### src/rtl/vend_dispenser_if.sv
// Dispense back-end signal bundle: controller strobes and sensor in, actuator drives and status out.
// The slave modport is the dispenser's view; the master modport is the driving environment's view.
interface vend_dispenser_if #(
    parameter int QDEPTH = 4
);
    localparam int PW = $clog2(QDEPTH) + 1;

    logic          i_choco_out;
    logic          i_chng_out;
    logic          i_drop_sense;
    logic          o_motor_en;
    logic          o_coin_sol;
    logic          o_vend_done;
    logic          o_busy;
    logic [PW-1:0] o_pending;
    logic          o_ovf;
    logic          o_fault;

    modport slave (
        input  i_choco_out, i_chng_out, i_drop_sense,
        output o_motor_en, o_coin_sol, o_vend_done, o_busy, o_pending, o_ovf, o_fault
    );

    modport master (
        output i_choco_out, i_chng_out, i_drop_sense,
        input  o_motor_en, o_coin_sol, o_vend_done, o_busy, o_pending, o_ovf, o_fault
    );
endinterface

### src/rtl/vend_dispenser.sv
// Queues vend requests from the controller and sequences motor, drop confirmation and
// change solenoid for each one; a missing drop parks the block in a sticky fault state.
module vend_dispenser #(
    parameter int MOTOR_CYCLES = 8,
    parameter int DROP_TIMEOUT = 32,
    parameter int SOL_CYCLES   = 4,
    parameter int QDEPTH       = 4
) (
    input  logic            clk,
    input  logic            reset,
    vend_dispenser_if.slave bus
);
    localparam int AW   = $clog2(QDEPTH);
    localparam int PW   = AW + 1;
    localparam int MAX1 = (MOTOR_CYCLES > DROP_TIMEOUT) ? MOTOR_CYCLES : DROP_TIMEOUT;
    localparam int MAXC = (MAX1 > SOL_CYCLES) ? MAX1 : SOL_CYCLES;
    localparam int CW   = $clog2(MAXC + 1);

    typedef enum logic [2:0] {
        S_IDLE,
        S_MOTOR,
        S_WAIT_DROP,
        S_CHANGE,
        S_DONE,
        S_FAULT
    } state_t;

    state_t         r_state;
    logic [CW-1:0]  r_cnt;
    logic           r_drop_seen;
    logic           r_choco_d;
    logic           r_mem [QDEPTH];
    logic [AW-1:0]  r_wptr;
    logic [AW-1:0]  r_rptr;
    logic [PW-1:0]  r_count;
    logic           r_motor_en;
    logic           r_coin_sol;
    logic           r_vend_done;
    logic           r_busy;
    logic           r_ovf;
    logic           r_fault;

    logic           w_push;
    logic           w_pop;
    logic           w_full;
    logic           w_accept;
    logic           w_head;
    logic           w_seen;
    logic           w_last;
    logic           w_next_idle;
    logic [PW-1:0]  w_count_nxt;

    assign w_push      = bus.i_choco_out & ~r_choco_d;
    assign w_pop       = (r_state == S_DONE);
    assign w_full      = (r_count == PW'(QDEPTH));
    assign w_accept    = w_push & (~w_full | w_pop);
    assign w_head      = r_mem[r_rptr];
    assign w_seen      = r_drop_seen | bus.i_drop_sense;
    assign w_last      = (r_cnt == CW'(1));
    assign w_count_nxt = r_count + {{(PW-1){1'b0}}, w_accept} - {{(PW-1){1'b0}}, w_pop};
    // The FSM lands in IDLE next cycle only from DONE, or by staying in IDLE with nothing queued.
    assign w_next_idle = ((r_state == S_IDLE) && (r_count == '0)) || (r_state == S_DONE);

    always_ff @(posedge clk or negedge reset) begin
        if (!reset) begin
            r_choco_d <= 1'b0;
            r_wptr    <= '0;
            r_rptr    <= '0;
            r_count   <= '0;
            r_ovf     <= 1'b0;
            for (int i = 0; i < QDEPTH; i++) begin
                r_mem[i] <= 1'b0;
            end
        end else begin
            r_choco_d <= bus.i_choco_out;
            if (w_accept) begin
                r_mem[r_wptr] <= bus.i_chng_out;
                r_wptr        <= r_wptr + AW'(1);
            end
            if (w_pop) begin
                r_rptr <= r_rptr + AW'(1);
            end
            r_count <= w_count_nxt;
            if (w_push && w_full && !w_pop) begin
                r_ovf <= 1'b1;
            end
        end
    end

    // Actuator outputs are updated together with the state so they track it cycle-exactly.
    always_ff @(posedge clk or negedge reset) begin
        if (!reset) begin
            r_state     <= S_IDLE;
            r_cnt       <= '0;
            r_drop_seen <= 1'b0;
            r_motor_en  <= 1'b0;
            r_coin_sol  <= 1'b0;
            r_vend_done <= 1'b0;
            r_busy      <= 1'b0;
            r_fault     <= 1'b0;
        end else begin
            r_vend_done <= 1'b0;
            r_busy      <= ~w_next_idle | (w_count_nxt != '0);
            case (r_state)
                S_IDLE: begin
                    if (r_count != '0) begin
                        r_state     <= S_MOTOR;
                        r_cnt       <= CW'(MOTOR_CYCLES);
                        r_drop_seen <= 1'b0;
                        r_motor_en  <= 1'b1;
                    end
                end
                S_MOTOR: begin
                    if (bus.i_drop_sense) begin
                        r_drop_seen <= 1'b1;
                    end
                    if (w_last) begin
                        r_motor_en <= 1'b0;
                        if (!w_seen) begin
                            r_state <= S_WAIT_DROP;
                            r_cnt   <= CW'(DROP_TIMEOUT);
                        end else if (w_head) begin
                            r_state    <= S_CHANGE;
                            r_cnt      <= CW'(SOL_CYCLES);
                            r_coin_sol <= 1'b1;
                        end else begin
                            r_state     <= S_DONE;
                            r_cnt       <= '0;
                            r_vend_done <= 1'b1;
                        end
                    end else begin
                        r_cnt <= r_cnt - CW'(1);
                    end
                end
                S_WAIT_DROP: begin
                    if (bus.i_drop_sense) begin
                        if (w_head) begin
                            r_state    <= S_CHANGE;
                            r_cnt      <= CW'(SOL_CYCLES);
                            r_coin_sol <= 1'b1;
                        end else begin
                            r_state     <= S_DONE;
                            r_cnt       <= '0;
                            r_vend_done <= 1'b1;
                        end
                    end else if (w_last) begin
                        r_state <= S_FAULT;
                        r_cnt   <= '0;
                        r_fault <= 1'b1;
                    end else begin
                        r_cnt <= r_cnt - CW'(1);
                    end
                end
                S_CHANGE: begin
                    if (w_last) begin
                        r_state     <= S_DONE;
                        r_cnt       <= '0;
                        r_coin_sol  <= 1'b0;
                        r_vend_done <= 1'b1;
                    end else begin
                        r_cnt <= r_cnt - CW'(1);
                    end
                end
                S_DONE: begin
                    r_state <= S_IDLE;
                    r_cnt   <= '0;
                end
                S_FAULT: begin
                    r_state <= S_FAULT;
                end
                default: begin
                    r_state <= S_IDLE;
                    r_cnt   <= '0;
                end
            endcase
        end
    end

    assign bus.o_motor_en  = r_motor_en;
    assign bus.o_coin_sol  = r_coin_sol;
    assign bus.o_vend_done = r_vend_done;
    assign bus.o_busy      = r_busy;
    assign bus.o_pending   = r_count;
    assign bus.o_ovf       = r_ovf;
    assign bus.o_fault     = r_fault;
endmodule

### src/flat_wrapper.sv
// flat-port wrapper written by rule: the top's interface ports become plain ports
module vend_dispenser_flat 
#(
    parameter int MOTOR_CYCLES = 8,
    parameter int DROP_TIMEOUT = 32,
    parameter int SOL_CYCLES   = 4,
    parameter int QDEPTH       = 4
)
  (clk, reset, bus_i_choco_out, bus_i_chng_out, bus_i_drop_sense, bus_o_motor_en, bus_o_coin_sol, bus_o_vend_done, bus_o_busy, bus_o_pending, bus_o_ovf, bus_o_fault);
  vend_dispenser_if #(.QDEPTH(QDEPTH)) bus_i ();
  input  logic clk;
  input  logic reset;
  input wire logic [$bits(bus_i.i_choco_out)-1:0] bus_i_choco_out;
  input wire logic [$bits(bus_i.i_chng_out)-1:0] bus_i_chng_out;
  input wire logic [$bits(bus_i.i_drop_sense)-1:0] bus_i_drop_sense;
  output wire logic [$bits(bus_i.o_motor_en)-1:0] bus_o_motor_en;
  output wire logic [$bits(bus_i.o_coin_sol)-1:0] bus_o_coin_sol;
  output wire logic [$bits(bus_i.o_vend_done)-1:0] bus_o_vend_done;
  output wire logic [$bits(bus_i.o_busy)-1:0] bus_o_busy;
  output wire logic [$bits(bus_i.o_pending)-1:0] bus_o_pending;
  output wire logic [$bits(bus_i.o_ovf)-1:0] bus_o_ovf;
  output wire logic [$bits(bus_i.o_fault)-1:0] bus_o_fault;
  assign bus_i.i_choco_out = bus_i_choco_out;
  assign bus_i.i_chng_out = bus_i_chng_out;
  assign bus_i.i_drop_sense = bus_i_drop_sense;
  assign bus_o_motor_en = bus_i.o_motor_en;
  assign bus_o_coin_sol = bus_i.o_coin_sol;
  assign bus_o_vend_done = bus_i.o_vend_done;
  assign bus_o_busy = bus_i.o_busy;
  assign bus_o_pending = bus_i.o_pending;
  assign bus_o_ovf = bus_i.o_ovf;
  assign bus_o_fault = bus_i.o_fault;
  vend_dispenser #(.MOTOR_CYCLES(MOTOR_CYCLES), .DROP_TIMEOUT(DROP_TIMEOUT), .SOL_CYCLES(SOL_CYCLES), .QDEPTH(QDEPTH)) u_core (.clk(clk), .reset(reset), .bus(bus_i));
endmodule
### config.mk
export PLATFORM = sky130hd
export DESIGN_NAME = vend_dispenser_flat
export DESIGN_NICKNAME = d
export VERILOG_FILES = /design/src/rtl/vend_dispenser_if.sv /design/src/rtl/vend_dispenser.sv /design/src/flat_wrapper.sv
export SDC_FILE = /design/constraint.sdc
export NUM_CORES = 1
export LEC_CHECK = 0
export ABC_AREA = 1
export ABC_CLOCK_PERIOD_IN_PS = 1900
export CORE_MARGIN = 10
export CORE_UTILIZATION = 43
export CTS_CLUSTER_SIZE = 24
export DETAILED_ROUTE_END_ITERATION = 6
export GPL_TIMING_DRIVEN = 1
export PLACE_DENSITY = 0.76
export SLEW_MARGIN = 20
export SYNTH_ARGS = -nofsm -noshare
export SYNTH_HDL_FRONTEND = slang
export SYNTH_SLANG_ARGS = --single-unit
### constraint.sdc
create_clock -name clk -period 1.9 [get_ports clk]
set_input_delay 0.285 -clock clk [delete_from_list [all_inputs] [get_ports clk]]
set_output_delay 0.285 -clock clk [all_outputs]
set_load 0.005 [all_outputs]
# After elaboration in Yosys (flattened, before gate mapping)
# Index checks and enable logic that the tools add are counted.
# W data, S select, Z words.
# totals
reg_bits,28
in_bits,5
out_inout_bits,9
# op_classes
add_sub_neg,5
magnitude_cmp,3
n_eq_ne,14
mux,38
bitwise,12
reduce_logical,18
# ops
op,count
$mux W6,5
$pmux W6 S5,1
$mux W3,8
$mux W1,16
$pmux W3 S5,1
$eq A3 B3 Y1 const B,3
$reduce_and A3 Y1,3
$reduce_bool A3 Y1,3
$eq A3 B2 Y1 const B,2
$eq A6 B1 Y1 const B,1
$ge A3 B3 Y1 const B,2
$logic_not A3 Y1,2
$ne A2 B1 Y1 const B,3
$ne A2 B2 Y1 const B,3
$not A2 Y3,2
$pmux W1 S3,2
$sub A6 B1 Y6 const B,1
$not A1 Y1,5
$reduce_and A5 Y1,1
$add A2 B1 Y2 const B,2
$bwmux W4,1
$logic_and A1 B1 Y1,4
$pmux W1 S2,2
$reduce_and A4 Y1,1
other kinds (13),16

# Longest topological paths before layout
# logic_depth
depth_word,8
ltp_mapped,11

# Least setup slack after synthesis
# Ideal clock, no wire load.
# synth_timing
kind,register to register
start,register u_core.r_state[0]
end,"register u_core.r_busy, in the netlist u_core.bus.o_busy"
t_arrival_ps,1921
slack_ps,-151
stages_incl_launch_ff,10
n_path_buf,0
period_less_slack_ps,2051
cell_sequence,dfrtp_1 -> nor2_2 -> nand2_2 -> inv_1 -> ha_1 -> inv_1 -> ha_1 -> fa_1 -> nor3_1 -> o21ai_0
# synth_via
elab_chain_cells,7
word_cells_on_any_way,11
cone_classes,2 x add/sub; 1 x eq/ne; 4 x bitwise; 4 x reduce/logical
# synth_rtl
item,line,source
start: declaration,vend_dispenser.sv:28,state_t r_state;
start signal: assignment,vend_dispenser.sv:93,r_state <= S_IDLE;
start signal: assignment,vend_dispenser.sv:107,r_state <= S_MOTOR;
start signal: assignment,vend_dispenser.sv:120,r_state <= S_WAIT_DROP;
$eq A3 B3 Y1 (*),vend_dispenser.sv:54,assign w_pop = (r_state == S_DONE);
$or A1 B1 Y1,vend_dispenser.sv:56,assign w_accept = w_push & (~w_full | w_pop);
$and A1 B1 Y1,vend_dispenser.sv:56,
$add A3 B1 Y3,vend_dispenser.sv:60,"assign w_count_nxt = r_count + {{(PW-1){1'b0}}, w_accept} - {{(PW-1){1'b0}}, w_pop};"
$sub A3 B1 Y3 (*),vend_dispenser.sv:60,
net u_core.w_count_nxt[1],vend_dispenser.sv:51,logic [PW-1:0] w_count_nxt;
$reduce_bool A3 Y1 (*),vend_dispenser.sv:103,r_busy <= ~w_next_idle | (w_count_nxt != '0);
$or A1 B1 Y1 (*),vend_dispenser.sv:103,
end signal: assignment,vend_dispenser.sv:103,
end: declaration,vend_dispenser.sv:39,logic r_busy;
# The timed path passes the listed nets; every way through them passes the cells marked *.
# A chain may end at the register's enable or synchronous reset.

# Worst setup path in the final report
# Same ends and word-level chain as after synthesis.

==> run metrics <==
status=finished, final reports clean; # nets final=242; GRT Total Usage=11.1%; Mapped Area=1660 um^2; worst slew pin tran=approximately 360 ps; crit-path max FO=4; Startpoint Class=register; RSZ-0062 raised after global routing=true; Worst slew margin=76.1%; Setup WS pre-CTS=-199 ps; Hold WS=between 300 and 400 ps; Ys Warns=0; ratio of cells with drive above 1 in the final layout=21.1%; fin. max-slew vios=0; Final Cycle Share=98.3%; Max Cap Viol=0; commonest non-fill, non-tap cell in the layout=nand2_1; endpoint class of the critical path=register; Tmin final=1870 ps; remaining global-route overflow=0; # setup viols final=0; global-route wire length before repair=6030 um; first-pass detailed-route iteration total=4; Final Cell Area=2040 um^2; die height=82.1 um; Leak=0.00104 uW; # DRC=0; initial core utilization=44.9%; DRT antenna net count=0; clock share of power=43.3%; routability cong.=0.841; initial antenna violation count=0; logic gate share of total power=approximately 2.8%; Setup CP Type=register to register; Hold Vio Cnt, Final=0; CTS clk-pin slew, worst paths=100 ps; Seq pwr share=53.9%; placed insts=270; post-synth net total=215; PortBufs=13; TritonCTS Buffers=3; hold crit path type=input port to asynchronous set/reset pin; TritonCTS clock tree=built; Post-DP Area=~1900 um^2; DR iter-0 viols=59; H-tree lvl count=1; Area Growth Syn to Fin=23.0%; Netlist cell types=29; Root Driver=clkbuf_8; Max VDD drop=0.000570 V; commonest cells after routing, fill and taps aside=nand2_1 (48), dfrtp_1 (27), inv_1 (26), nand3_1 (17), clkdlybuf4s50_1 (13); post-synthesis cell count=between 200 and 250; core footprint=3690 um^2; Finished Layout Cells=275; Worst Path Arrival=just over 2000 ps; sw power=around 220 uW; fmax=536 MHz; die area=6740 um^2; Die W=82.1 um; largest net degree at the start of global routing=29; switching share of power=19.6%; vias per std cell=approximately 5.0; Top Ports=14; syn avg cell area=8.25 um^2; row count=22; worst skew pair latency=just under 300 ps; pwr dens=544 nW/um^2; Setup WS post-layout=32.7 ps; Cell Int Power=892 uW; DR WL/cell=~12 um; routed wire length=3420 um; vias in the first global route=between 1,000 and 1,500; Antenna Cells=0; worst path required time=2070 ps; via count=about 1,400; Clock Sinks=28; post-detail-place hpwl=~2600 um; sequential share of the synthesized area=42.3%; worst-case clock buffer depth=2; Worst Skew=9.40 ps; Seq cells post-synth=28
==> layer usage <==
metal / vias to the layer above / share of wire (%) / track usage, %
met5: - / 0 / 0
met2: 34 / 50 / 19.9
met3: 4 / 6.2 / 3.78
met1: 638 / 43 / 12.5
met4: 0 / 0.85 / 2.21
li1: 686 / - / -
==> Yosys cell counts <==
cell type  instances  area share, %
nor2_1            12            2.7
nor2_2             3            1.1
xor2_1             4            2.1
xnor2_1            1           0.53
nand2_1           49             11
nor3_1             2           0.60
nand2_2            6            2.3
inv_2              2           0.45
o21ai_4            1           0.98
o21ai_1            7            2.1
a31o_2             1           0.53
inv_6              1           0.53
nand3_2            1           0.60
inv_1             29            6.6
clkinv_4           1           0.53
fa_1               1            1.2
nand2_4            3            2.0
buf_6              1           0.68
a21oi_1            3           0.91
dfrtp_1           28             42
o211ai_1           1           0.45
o22ai_1            1           0.38
nor2_4             3            2.0
o21bai_1           2           0.91
nand4_4            1            1.3
nand3_1           17            5.1
o21ai_0            8            2.4
ha_1               8            6.0
nand4_1            4            1.5
==> worst max-delay path, stage by stage, from the launching register on <==
cell,delay [ps]
dfrtp_2,440
nor2_4,120
nand2_4,80
inv_2,80
ha_4,190
inv_2,60
ha_4,120
fa_2,430
nor3_2,150
o21ai_1,70
==> power groups by stage <==
stage               Sequential [uW]  Clock (uW)  Combinational [uW]
floorplan                       610           0                5.25
global placement                610           0                31.9
detailed placement              610           0                32.1
CTS                             598         484                32.1
global route                    599         512                35.5
finish                          598         481                30.9
==> logic make-up after synthesis <==
family / synth area share, %
buffers and inverters: 8.75
XOR/XNOR: 2.64
adder cells (fa/ha/maj): 7.25
AO/OA/AOI/OAI: 8.68
AND/OR/NAND/NOR: 30.4
flip-flops: 42.3
==> flip-flops by register name, summed over array words and instances, names as in the netlist <==
name,cells
u_core.r_mem,4
u_core.bus.o_vend_done,1
u_core.r_state,3
u_core.bus.o_busy,1
u_core.bus.o_coin_sol,1
u_core.bus.o_ovf,1
u_core.r_cnt,6
u_core.r_wptr,2
u_core.bus.o_motor_en,1
u_core.r_choco_d,1
u_core.r_rptr,2
u_core.bus.o_fault,1
u_core.bus.o_pending,3
u_core.r_drop_seen,1
==> final cells by class <==
cell class | count | area, um^2
Clock buffer | 3 | 41.3
Fill cell | 352 | 1650
Sequential cell | 28 | 702
Multi-Input combinational cell | 139 | 867
Timing Repair Buffer | 23 | 205
Inverter | 33 | 134
Tap cell | 48 | 60.1
Clock inverter | 1 | 30.0
==> stage by stage <==
stage	setup TNS (ps)	total power, uW	util [%]
detailed placement	-199	642	52.6
finish	0	1110	55.3
floorplan	-7.84	616	-
global route	-100	1150	55.3
CTS	0	1110	54.7
global placement	-153	642	52.6
==> path summary, 6_finish.rpt <==
check                                  start                endpoint  slack, ps  depth (start not counted)
max                        u_core.r_state[0]       u_core.bus.o_busy         30                          9
min reg2reg                 u_core.bus.o_ovf        u_core.bus.o_ovf        480                          1
max in group asynchronous              reset       u_core.r_state[0]       1250                          2
min in group clk             bus_i_choco_out        u_core.r_choco_d        470                          1
max reg2reg                u_core.r_state[0]       u_core.bus.o_busy         30                          9
min                                    reset  u_core.bus.o_vend_done        370                          2
==> what timing repair did <==
| action | CTS | global route |
|---|---|---|
| endpoints found under the setup margin | 1 | 1 |
| setup buffers | 0 | 1 |
| pin swaps | 0 | 2 |
| gates resized for setup | 1 | 3 |
| cloned | 0 | 0 |
| hold buffers | 0 | 0 |
Note: power is estimated with default switching activity, not from simulation.
